[config.mk]
export PLATFORM = sky130hd
export DESIGN_NAME = easyobv_axis_gen
export DESIGN_NICKNAME = d
export VERILOG_FILES = /design/src/rtl/easyobv_axis_gen.sv
export SDC_FILE = /design/constraint.sdc
export NUM_CORES = 1
export LEC_CHECK = 0
export ABC_AREA = 1
export CORE_MARGIN = 3
export CORE_UTILIZATION = 25
export DETAILED_ROUTE_END_ITERATION = 12
export GPL_TIMING_DRIVEN = 1
export PLACE_DENSITY = 0.41
export SLEW_MARGIN = 5
export SYNTH_ARGS = -nofsm -noshare
export SYNTH_HDL_FRONTEND = slang
export SYNTH_SLANG_ARGS = --single-unit
[constraint.sdc]
create_clock -name clk -period 4.6 [get_ports clk]
set_clock_uncertainty 0.05 [all_clocks]
set_input_delay 0.46 -clock clk [delete_from_list [all_inputs] [get_ports clk]]
set_output_delay 0.46 -clock clk [all_outputs]
set_load 0.05 [all_outputs]
[src/rtl/easyobv_axis_gen.sv]
// AXI4-Stream traffic generator: fixed-length sequence-payload packets with idle gaps.
// Optional AXIS_GEN_TIMESTAMP_EN puts a time_cnt stamp on the first beat of each packet.
module easyobv_axis_gen #(
  parameter int DWIDTH    = 64,
  parameter int LEN_WIDTH = 16,
  parameter int GAP_WIDTH = 16
) (
  input  logic                  clk,
  input  logic                  rst,
  input  logic                  start,
  input  logic                  stop,
  input  logic [LEN_WIDTH-1:0]  pkt_len,
  input  logic [GAP_WIDTH-1:0]  gap,
  input  logic [31:0]           num_pkts,
  output logic [DWIDTH-1:0]     m_axis_tdata,
  output logic                  m_axis_tvalid,
  input  logic                  m_axis_tready,
  output logic [DWIDTH/8-1:0]   m_axis_tkeep,
  output logic                  m_axis_tlast,
  output logic                  busy,
  output logic                  done,
  output logic [63:0]           sent_pkt_cnt,
  output logic [63:0]           sent_beat_cnt,
  output logic [63:0]           time_cnt
);

  localparam int LANES = DWIDTH / 32;

  typedef enum logic [1:0] {IDLE, SEND, GAP} state_t;

  state_t               state;
  logic [LEN_WIDTH-1:0] len_q;
  logic [LEN_WIDTH-1:0] beat_idx;
  logic [GAP_WIDTH-1:0] gap_q;
  logic [GAP_WIDTH-1:0] gap_cnt;
  logic [31:0]          num_q;
  logic [31:0]          pkt_cnt;
  logic [31:0]          beat_seq;
  logic                 tvalid_q;
  logic                 busy_q;
  logic                 done_q;
  logic                 stop_seen;
  logic [63:0]          pkt_total;
  logic [63:0]          beat_total;
  logic [63:0]          time_q;
  logic                 hs;
  logic                 last;

  assign hs   = tvalid_q & m_axis_tready;
  assign last = (beat_idx == len_q - LEN_WIDTH'(1));

  always_ff @(posedge clk) begin
    if (rst) begin
      state      <= IDLE;
      len_q      <= '0;
      beat_idx   <= '0;
      gap_q      <= '0;
      gap_cnt    <= '0;
      num_q      <= '0;
      pkt_cnt    <= '0;
      beat_seq   <= '0;
      tvalid_q   <= 1'b0;
      busy_q     <= 1'b0;
      done_q     <= 1'b0;
      stop_seen  <= 1'b0;
      pkt_total  <= '0;
      beat_total <= '0;
      time_q     <= '0;
    end else begin
      time_q <= time_q + 64'd1;
      done_q <= 1'b0;
      unique case (state)
        IDLE: begin
          // done_q gate: a start coinciding with the done pulse is dropped
          if (start && !done_q) begin
            len_q      <= (pkt_len == '0) ? LEN_WIDTH'(1) : pkt_len;
            gap_q      <= gap;
            num_q      <= num_pkts;
            beat_idx   <= '0;
            pkt_cnt    <= '0;
            beat_seq   <= '0;
            pkt_total  <= '0;
            beat_total <= '0;
            stop_seen  <= 1'b0;
            tvalid_q   <= 1'b1;
            busy_q     <= 1'b1;
            state      <= SEND;
          end
        end
        SEND: begin
          if (hs) begin
            beat_seq   <= beat_seq + 32'd1;
            beat_total <= beat_total + 64'd1;
            if (last) begin
              beat_idx  <= '0;
              pkt_cnt   <= pkt_cnt + 32'd1;
              pkt_total <= pkt_total + 64'd1;
              if ((num_q != '0 && pkt_cnt + 32'd1 == num_q) || stop) begin
                state    <= IDLE;
                tvalid_q <= 1'b0;
                busy_q   <= 1'b0;
                done_q   <= 1'b1;
              end else if (gap_q != '0) begin
                state     <= GAP;
                gap_cnt   <= gap_q;
                tvalid_q  <= 1'b0;
                stop_seen <= 1'b0;
              end
            end else begin
              beat_idx <= beat_idx + LEN_WIDTH'(1);
            end
          end
        end
        GAP: begin
          stop_seen <= stop_seen | stop;
          if (gap_cnt == GAP_WIDTH'(1)) begin
            if (stop_seen || stop) begin
              state  <= IDLE;
              busy_q <= 1'b0;
              done_q <= 1'b1;
            end else begin
              state    <= SEND;
              tvalid_q <= 1'b1;
            end
          end else begin
            gap_cnt <= gap_cnt - GAP_WIDTH'(1);
          end
        end
        default: state <= IDLE;
      endcase
    end
  end

`ifdef AXIS_GEN_TIMESTAMP_EN
  logic [63:0] ts_q;

  // Tracks time_cnt of the next cycle, frozen while a first beat waits
  always_ff @(posedge clk) begin
    if (rst) begin
      ts_q <= '0;
    end else if (!(tvalid_q && beat_idx == '0 && !m_axis_tready)) begin
      ts_q <= time_q + 64'd1;
    end
  end
`endif

  always_comb begin
    m_axis_tdata = '0;
    if (tvalid_q) begin
      for (int i = 0; i < LANES; i++) begin
        m_axis_tdata[32*i +: 32] = beat_seq + 32'(i);
      end
`ifdef AXIS_GEN_TIMESTAMP_EN
      if (beat_idx == '0) begin
        m_axis_tdata[63:0] = ts_q;
      end
`endif
    end
  end

  assign m_axis_tvalid = tvalid_q;
  assign m_axis_tlast  = tvalid_q & last;
  assign m_axis_tkeep  = '1;
  assign busy          = busy_q;
  assign done          = done_q;
  assign sent_pkt_cnt  = pkt_total;
  assign sent_beat_cnt = beat_total;
  assign time_cnt      = time_q;

endmodule

== After elaboration in Yosys (flattened, before gate mapping) ==
Cells that the tools add are included.

* Output and inout port bits: 268
* Logic and storage cells: 119
* Bits in registers: 358
* Input port bits: 69

* Add/subtract/negate cells: 8
* Equality and inequality tests: 16
* Multiplexer cells: 57
* Bitwise gates (word level): 3
* Reduce and logical (&&, ||, !) cells: 20

{| class="wikitable"
|+ Operators by type and width
! kind !! count
|-
| $mux 64 || 5
|-
| $pmux 64 s2 || 2
|-
| $add 64x1->64 const B || 3
|-
| $mux 16 || 9
|-
| $mux 32 || 4
|-
| $pmux 32 s2 || 2
|-
| $add 32x1->32 const B || 2
|-
| $pmux 16 s2 || 2
|-
| $eq 32x32->1 || 1
|-
| $reduce_bool 32->1 || 1
|-
| $sub 16x1->16 const B || 2
|-
| $mux 1 || 22
|-
| $ne 2x2->1 const B || 10
|-
| $add 16x1->16 const B || 1
|-
| $eq 16x1->1 const B || 1
|-
| $eq 16x16->1 || 1
|-
| $logic_not 16->1 || 1
|-
| $reduce_bool 16->1 || 1
|-
| $reduce_and 7->1 || 2
|-
| $mux 2 || 6
|-
| $reduce_and 6->1 || 2
|-
| $pmux 1 s3 || 3
|-
| $pmux 2 s3 || 1
|-
| $reduce_and 5->1 || 1
|-
| 15 further kinds || 19
|}

== Longest topological paths before layout ==
Gate-level depths: netlist of the first run.

* Depth in word-level cells: 8
* Gate-level depth with buffers: 21

== Worst setup path before layout of the first run ==
Ideal clock, no wire load.

* Kind: register -> output
* Start point: register beat_seq[0]
* End point: output port m_axis_tdata[48]
* Path buffers: 0
* Data required time: 4.090 ns
* Stages on the path, launching flop included: 10
* Path slack: 1.703 ns
* Arrival: 2.387 ns
* Cells stage by stage: dfxtp_1 > ha_1 > inv_1 > nor3_1 > nand2_1 > nor3_2 > nand3_1 > nand2_1 > inv_1 > nor3_1

* Cells in the longest elaborated chain, start to end: 2

{| class="wikitable"
|+ Ends and longest elaborated chain
! item !! RTL line !! source
|-
| from (decl) || 38 || <nowiki>logic [31:0] beat_seq;</nowiki>
|-
| from (signal assigned) || 92 || <nowiki>beat_seq <= beat_seq + 32'd1;</nowiki>
|-
| $add 32x1->32 || 151 || <nowiki>m_axis_tdata[32*i +: 32] = beat_seq + 32'(i);</nowiki>
|-
| $mux 64 || 149 || <nowiki>if (tvalid_q) begin</nowiki>
|-
| to (decl) || 15 || <nowiki>output logic [DWIDTH-1:0] m_axis_tdata,</nowiki>
|}

Every way passes these cells.

== Worst setup path after layout of the first run ==
* Start point: register beat_seq[0]
* End point: output port m_axis_tdata[54]

The elaborated chain is that of the path after synthesis.

==> results.py, run 1 <==
metrics = {
    "critical_path": {
        "critical_path.startpoint_type": "flop",
        "crit_path_cell_trace": "ha_1 > inv_1 > nor3_1 > nand2_1 > nor3_2 > nand4_1 > nor2_1 > nand3_1 > nor2_1 > nand3_1 > nor2_1 > inv_1 > nand2_1 > nor2_1 > clkdlybuf4s50_1",
        "cp_data_required_time_ps": 4090,
        "cp_max_stage_delay_ps": 720,
        "worst-path-max-fanout": 5,
        "slowest_cell_on_the_critical_path": "sky130_fd_sc_hd__clkdlybuf4s50_1",
        "setup.worst_path.class": "flop to output pin",
        "critPathCaptureType": "output pin",
        "arrival_ps": 3700,
        "setup.reg_to_reg.worst_slack_ps": 930,
        "critical-path-top-cell-by-count": "sky130_fd_sc_hd__nor2_1",
    },
    "power_and_ir_drop": {
        "power_total_mw": 9.85,
        "cellLeakagePower_nw": 9.56,
        "power_per_unit_of_standard_cell_area_nw_per_um2": 364,
        "worst_ir_drop_on_vdd_mv": 0.216,
    },
    "clocking": {
        "cts-buffers-inserted": 47,
        "ctsHoldBuffers": 0,
        "max-clock-path-buffers": 3,
        "cts_tree": "yes",
        "clock_tree.root_cell": "sky130_fd_sc_hd__clkbuf_16",
        "clk_pin_slew_worst_paths_ps": 60,
        "cts_sinks": 358,
        "ctsHtreeMaxLevel": 2,
        "worst_skew_pair.late_latency_ps": 590,
    },
    "status": {
        "run_status": "finished, final reports clean",
    },
    "final_layout": {
        "final_layout_size_suffix_gt1_frac": 0.0479,
        "mostFrequentLayoutCells": "sky130_fd_sc_hd__nand2_1 (764), sky130_fd_sc_hd__nor2_1 (468), sky130_fd_sc_hd__inv_1 (425)",
        "final.fill_count": 9187,
        "area_growth_syn_to_layout_pct": 28.4,
        "mostFrequentLayoutCell": "sky130_fd_sc_hd__nand2_1",
        "nets": 3718,
    },
    "floorplanning": {
        "fp.dieArea_um2": 87800,
        "io_pins": 337,
        "fp-row-count": 105,
        "starting_density_of_the_core": 0.255,
        "die_w_um": 296,
        "core-area_um2": 82800,
        "die_h_um": 296,
    },
    "timing": {
        "timing_worst_slew_pin_value_ps": 905,
        "slew_headroom": 0.395,
        "setup_viol": 0,
        "maxClockFrequency_ghz": 0.237,
        "period_share": 0.916,
        "finalMaxSlewViolations": 0,
        "timing.final.ws_setup_ps": 387,
        "hold_viol_final": 0,
        "finalSetupTns_ps": 0,
        "final.min_clock_period_ps": 4210,
        "rsz0062_at_grt": "false",
    },
    "route": {
        "top_signal_layer_used": "met4",
        "met1_length_mm": 40.2,
        "route.detailed.drc": 0,
        "dr_wl_met2_mm": 37.7,
        "routed-wl-met3_mm": 3.93,
        "drt_pass1_iterations": 5,
        "route.antenna.remaining_nets": 0,
        "detailroute.via_count": 22046,
        "routed_wl_mm": 83.3,
        "avgViaCountPerCell": 4.64,
        "routedWlPerCell_um": 17.5,
        "dr.first_iter.drc_count": 1322,
    },
    "synth": {
        "synth-xor-area-share": 0.0492,
        "yosysWarningCount": 0,
        "post_synth_num_cell_types": 61,
        "mappedNetlistArea_um2": 21100,
        "synth.yosys.seq_area_share": 0.340,
        "synth_fa_ha_area_frac": 0.00772,
        "synth_compound_gate_area_share": 0.118,
        "synth-simple-area-share": 0.385,
        "synth_cells": 3330,
        "mux_contribution_to_synthesized_area": 0,
        "synth_ff_type": "sky130_fd_sc_hd__dfxtp_1",
        "yosys_register_bits": 358,
        "async_reset_ff_frac": 0,
        "dominant_combinational_cell_family_by_area_after_synthesis": "simple AND/OR/NAND/NOR gates",
        "post_synth.cell_area_avg_um2": 6.33,
        "synth-edff-count": 0,
    },
    "global_route": {
        "grt_pass1_vias": 21328,
        "grt_first_pass_wirelength_mm": 128,
        "pin_count_of_the_biggest_net_entering_global_routing": 60,
        "number_of_antenna_violations_at_the_first_check_in_global_routing": 8,
        "grt_remaining_overflow": 0,
        "grtUsageTotal": 0.185,
    },
    "placement": {
        "gp_routability_congestion": 0.866,
        "detailedPlacementHpwl_mm": 63.6,
        "pre_cts_slack_ps": 893,
        "port-buffer-count": 328,
    },
    "job": {
        "cap_violations": 0,
    },
    "worst_hold_path": {
        "timing.hold.worst.class": "input port to flop",
    },
}
[where the power goes]
| part | internal (mW) | total (mW) | switching [mW] |
|---|---|---|---|
| logic | 0.739 | 2.56 | 1.82 |
| clock network | 2.31 | 3.81 | 1.50 |
| registers | 3.30 | 3.48 | 0.177 |
| total | 6.35 | 9.85 | 3.50 |
[per-layer routing]
metal  GRT usage  vias to the layer above
li1            -                    11457
met1       0.256                    10088
met2       0.300                      420
met3      0.0317                       81
met4      0.0468                        0
met5           0                        -
[critical path: cells and delay by family (launching register included)]
kind | cells | cell delay [ps]
adders and majority gates | 1 | 250
buffers and inverters | 3 | 840
DFF | 1 | 420
and+or+nand+nor | 11 | 1650
[per-stage QoR]
stage,utilization,std cells,area (um^2),hold slack (ps)
CTS,0.327,4741,27000,274
floorplan,-,3337,21100,389
global route,0.327,4749,27100,289
global placement,0.307,4657,25400,406
finish,0.327,4749,27100,297
detailed placement,0.307,4657,25400,418
[logic make-up after synthesis]
logic type               Yosys count
buffers and inverters            534
flip-flops                       358
other                              1
AND/OR/NAND/NOR                 1839
XOR/XNOR                         112
AO/OA/AOI/OAI                    473
adder cells (fa/ha/maj)           13
[synthesized netlist by cell type, types with 3 or more instances]
master                        n  area share
sky130_fd_sc_hd__buf_1        6      0.0011
sky130_fd_sc_hd__ha_1        13      0.0077
sky130_fd_sc_hd__nor2_2      14      0.0042
sky130_fd_sc_hd__xnor2_1     21      0.0087
sky130_fd_sc_hd__o21a_1      15      0.0053
sky130_fd_sc_hd__nor4_1      54       0.016
sky130_fd_sc_hd__nor2_1     469       0.084
sky130_fd_sc_hd__nor3_2       3      0.0014
sky130_fd_sc_hd__nand3b_1     4      0.0014
sky130_fd_sc_hd__a211oi_1     7      0.0025
sky130_fd_sc_hd__o21ai_0    172       0.041
sky130_fd_sc_hd__nand3_1    203       0.048
sky130_fd_sc_hd__clkbuf_1    68       0.012
sky130_fd_sc_hd__nand3_2      3      0.0014
sky130_fd_sc_hd__or2_1        4      0.0012
sky130_fd_sc_hd__nor3b_1     12      0.0043
sky130_fd_sc_hd__inv_2        3     0.00053
sky130_fd_sc_hd__o21ai_1      8      0.0019
sky130_fd_sc_hd__nand2_2     14      0.0042
sky130_fd_sc_hd__and2_1       3     0.00089
sky130_fd_sc_hd__nor2_4      10      0.0053
sky130_fd_sc_hd__a31oi_1      6      0.0018
sky130_fd_sc_hd__or4_1        3      0.0011
sky130_fd_sc_hd__a21oi_1    249       0.059
sky130_fd_sc_hd__a2bb2oi_1    3      0.0012
sky130_fd_sc_hd__dfxtp_1    358        0.34
sky130_fd_sc_hd__nand2_1    765        0.14
sky130_fd_sc_hd__xor2_1      87       0.036
sky130_fd_sc_hd__inv_1      426       0.076
sky130_fd_sc_hd__or2_2       15      0.0045
sky130_fd_sc_hd__buf_2       13      0.0031
sky130_fd_sc_hd__nor3_1     154       0.037
sky130_fd_sc_hd__xnor3_1      3      0.0032
sky130_fd_sc_hd__buf_4       10      0.0036
sky130_fd_sc_hd__nand4_1     98       0.029
[layout make-up]
class | instances | area [um^2] | share of cell area
antenna | 8 | 20.0 | 0.000740
clock buffer | 76 | 1490 | 0.0550
clock inverter | 8 | 93.8 | 0.00347
inverter | 431 | 1620 | 0.0599
multi-input combinational | 2445 | 11900 | 0.438
sequential | 358 | 7170 | 0.265
tap | 1070 | 1340 | 0.0495
timing repair buffer | 353 | 3470 | 0.128
[final timing paths]
| kind | start | endpoint | depth (start not counted) |
|---|---|---|---|
| min | rst | time_cnt[2]$_SDFF_PP0_ | 2 |
| max | beat_seq[0]$_SDFFE_PP0P_ | m_axis_tdata[54] | 15 |
| max reg2reg | state[1]$_SDFFE_PP0P_ | pkt_cnt[21]$_SDFFE_PP0P_ | 9 |
| min reg2reg | sent_beat_cnt[63]$_SDFFE_PP0P_ | sent_beat_cnt[63]$_SDFFE_PP0P_ | 2 |
[what timing repair did]
| action | 4_1_cts | 5_1_grt |
|---|---|---|
| setup buffers | 0 | 0 |
| endpoints found under the setup margin | 0 | 2 |
| resized for setup | 0 | 2 |
[flip-flops by register name, indices dropped and copies added (netlist names)]
register and cells:
beat_idx 16, beat_seq 32, busy 1, done 1
gap_cnt 16, gap_q 16, len_q 16, m_axis_tvalid 1
num_q 32, pkt_cnt 32, sent_beat_cnt 64, sent_pkt_cnt 64
state 2, stop_seen 1, time_cnt 64
No activity file was read; power rests on OpenSTA's default activity.
==> run 2: changes to the inputs <==
--- a/config.mk
+++ b/config.mk
@@ -7,10 +7,11 @@
 export LEC_CHECK = 0
 export ABC_AREA = 1
 export CORE_MARGIN = 3
-export CORE_UTILIZATION = 25
+export CORE_UTILIZATION = 55
 export DETAILED_ROUTE_END_ITERATION = 12
 export GPL_TIMING_DRIVEN = 1
-export PLACE_DENSITY = 0.41
+export PLACE_DENSITY = 0.8
+export SETUP_SLACK_MARGIN = 0.3
 export SLEW_MARGIN = 5
 export SYNTH_ARGS = -nofsm -noshare
 export SYNTH_HDL_FRONTEND = slang
==> run 2 against run 1 <==
Worst hold slack improved by 91 ps. First-iteration DRC count up 53%. Combinational power down 6%. Clock power fell by 13%. Sequential share of layout area rose by 1.1 points. Critical path depth down 5. Worst setup slack improved by 230 ps. Sequential power barely moved. Final cell count down 12%. Total power is 6.5% lower. Die area shrank 54%. Critical path type unchanged.
==> results.py, run 2 (synthesized netlist as in run 1, its figures left out) <==
metrics = {
    "clocking": {
        "max-clock-path-buffers": 3,
        "clk_pin_slew_worst_paths_ps": 60,
        "cts_sinks": 358,
        "ctsHtreeMaxLevel": 2,
        "cts-buffers-inserted": 39,
        "worst_skew_pair.late_latency_ps": 570,
        "ctsHoldBuffers": 0,
        "cts_tree": "yes",
        "clock_tree.root_cell": "sky130_fd_sc_hd__clkbuf_16",
    },
    "timing": {
        "final.min_clock_period_ps": 3980,
        "period_share": 0.866,
        "finalMaxSlewViolations": 0,
        "finalSetupTns_ps": 0,
        "slew_headroom": 0.277,
        "setup_viol": 0,
        "timing.final.ws_setup_ps": 616,
        "maxClockFrequency_ghz": 0.251,
        "holdWs_ps": 388,
        "rsz0062_at_grt": "false",
        "hold_viol_final": 0,
        "timing_worst_slew_pin_value_ps": 1080,
    },
    "final_layout": {
        "regArea_um2": 7170,
        "mostFrequentLayoutCells": "sky130_fd_sc_hd__nand2_1 (764), sky130_fd_sc_hd__nor2_1 (469), sky130_fd_sc_hd__inv_1 (425)",
        "final.fill_count": 3442,
        "multiInputGateArea_um2": 11800,
        "final_layout_size_suffix_gt1_frac": 0.0414,
        "area_growth_syn_to_layout_pct": 23.4,
        "nets": 3698,
        "mostFrequentLayoutCell": "sky130_fd_sc_hd__nand2_1",
    },
    "global_route": {
        "number_of_antenna_violations_at_the_first_check_in_global_routing": 10,
        "grt_pass1_vias": 21925,
        "grt_remaining_overflow": 0,
        "grt_first_pass_wirelength_mm": 111,
        "grtUsageTotal": 0.327,
        "pin_count_of_the_biggest_net_entering_global_routing": 111,
    },
    "critical_path": {
        "critical_path.startpoint_type": "flop",
        "setup.worst_path.class": "flop to output pin",
        "cp_data_required_time_ps": 4090,
        "critPathCaptureType": "output pin",
        "worst-path-max-fanout": 5,
        "critical_path.reg2reg.endpoint": "pkt_cnt[25]$_SDFFE_PP0P_",
        "rr_worst_depth": 10,
        "setup.reg_to_reg.worst_slack_ps": 850,
        "reg_to_reg_startpoint": "state[1]$_SDFFE_PP0P_",
        "arrival_ps": 3470,
    },
    "worst_hold_path": {
        "timing.hold.worst_path_depth": 2,
        "timing.hold.worst_endpoint": "beat_seq[3]$_SDFFE_PP0P_",
        "timing.hold.worst.class": "input port to flop",
        "hp-start": "rst",
    },
    "route": {
        "detailroute.via_count": 23267,
        "routed_wl_mm": 69.7,
        "drt_pass1_iterations": 6,
        "route.detailed.drc": 0,
        "route.antenna.remaining_nets": 0,
        "avgViaCountPerCell": 5.58,
        "routedWlPerCell_um": 16.7,
        "dr.first_iter.drc_count": 2028,
    },
    "placement": {
        "gp_routability_congestion": 0.995,
        "port-buffer-count": 328,
        "pre_cts_slack_ps": 904,
        "detailedPlacementHpwl_mm": 52.0,
    },
    "floorplanning": {
        "core-area_um2": 37700,
        "die_w_um": 202,
        "fp.dieArea_um2": 40700,
        "die_h_um": 202,
        "fp-row-count": 71,
        "starting_density_of_the_core": 0.559,
        "io_pins": 337,
    },
    "power_and_ir_drop": {
        "power_per_unit_of_standard_cell_area_nw_per_um2": 354,
        "cellLeakagePower_nw": 9.47,
        "worst_ir_drop_on_vdd_mv": 0.284,
    },
    "job": {
        "cap_violations": 0,
    },
    "status": {
        "run_status": "finished, final reports clean",
    },
}
==> run 2: cell count changes in the layout (fill, tap and decap cells not counted), sizes merged <==
cell           before  now
inv               429  432
clkdlybuf4s50     325  319
buf                26   14
dlymetal6s2s        2    7
bufinv              2    6
diode               8   10
clkbuf             76   53
clkinv              8   11
==> run 2: worst max-delay path by stage <==
| stage | startpoint | endpoint | cells past startpoint |
|---|---|---|---|
| 2_1_floorplan | beat_seq[0]$_SDFFE_PP0P_ | m_axis_tdata[48] | 9 |
| 6_report | beat_seq[0]$_SDFFE_PP0P_ | m_axis_tdata[47] | 10 |
| 4_1_cts | beat_seq[0]$_SDFFE_PP0P_ | m_axis_tdata[62] | 12 |
| 3_5_place_dp | state[1]$_SDFFE_PP0P_ | pkt_cnt[22]$_SDFFE_PP0P_ | 10 |
| 5_1_grt | beat_seq[0]$_SDFFE_PP0P_ | m_axis_tdata[56] | 15 |
| 3_3_place_gp | beat_seq[0]$_SDFFE_PP0P_ | m_axis_tdata[56] | 15 |
==> run 2: layer usage <==
layer / up-vias / global-route usage / part of all wire / routed length, um
li1: 11400 / - / - / -
met1: 10723 / 0.433 / 0.43 / 29800
met2: 1006 / 0.532 / 0.45 / 31700
met3: 136 / 0.0707 / 0.087 / 6100
met4: 2 / 0.113 / 0.031 / 2130
met5: - / 0 / 0.00017 / 12
==> run 2: layout make-up <==
type / instances / area share
Multi-Input combinational cell: 2445 / 0.456
Sequential cell: 358 / 0.276
Timing Repair Buffer: 341 / 0.130
Inverter: 431 / 0.0623
Clock buffer: 52 / 0.0409
Tap cell: 511 / 0.0246
Clock inverter: 18 / 0.00967
Antenna cell: 10 / 0.000962
==> run 2: worst max-delay path, cell delays in order (launching register included) <==
cell and delay [ps]:
sky130_fd_sc_hd__dfxtp_1 410, sky130_fd_sc_hd__nand3_1 190, sky130_fd_sc_hd__nor3_2 220, sky130_fd_sc_hd__nand2_1 130, sky130_fd_sc_hd__nor3_1 200, sky130_fd_sc_hd__nand2_1 140
sky130_fd_sc_hd__nor3b_1 320, sky130_fd_sc_hd__xor2_1 260, sky130_fd_sc_hd__inv_1 70, sky130_fd_sc_hd__nor2_1 120, sky130_fd_sc_hd__clkdlybuf4s50_1 830
==> run 2: timing repair <==
| item | 4_1_cts | 5_1_grt |
|---|---|---|
| endpoints found under the setup margin | 1 | 8 |
| setup buffers | 0 | 0 |
| gates resized for setup | 1 | 9 |
==> run 2: report_power, final <==
group / switching, mW / leakage (nW) / internal [mW]
logic: 1.70 / 5.92 / 0.703
clock network: 1.35 / 0.654 / 1.97
registers: 0.184 / 2.90 / 3.30
total: 3.23 / 9.47 / 5.97
==> run 2: stage by stage <==
stage | instance area, um^2 | util | instances | total power, mW
after floorplan | 21100 | - | 3337 | 5.33
after global placement | 24700 | 0.654 | 4086 | 5.84
after detailed placement | 24700 | 0.654 | 4086 | 5.91
after CTS | 26000 | 0.689 | 4156 | 9.20
after global routing | 26000 | 0.690 | 4166 | 9.67
final | 26000 | 0.690 | 4166 | 9.21
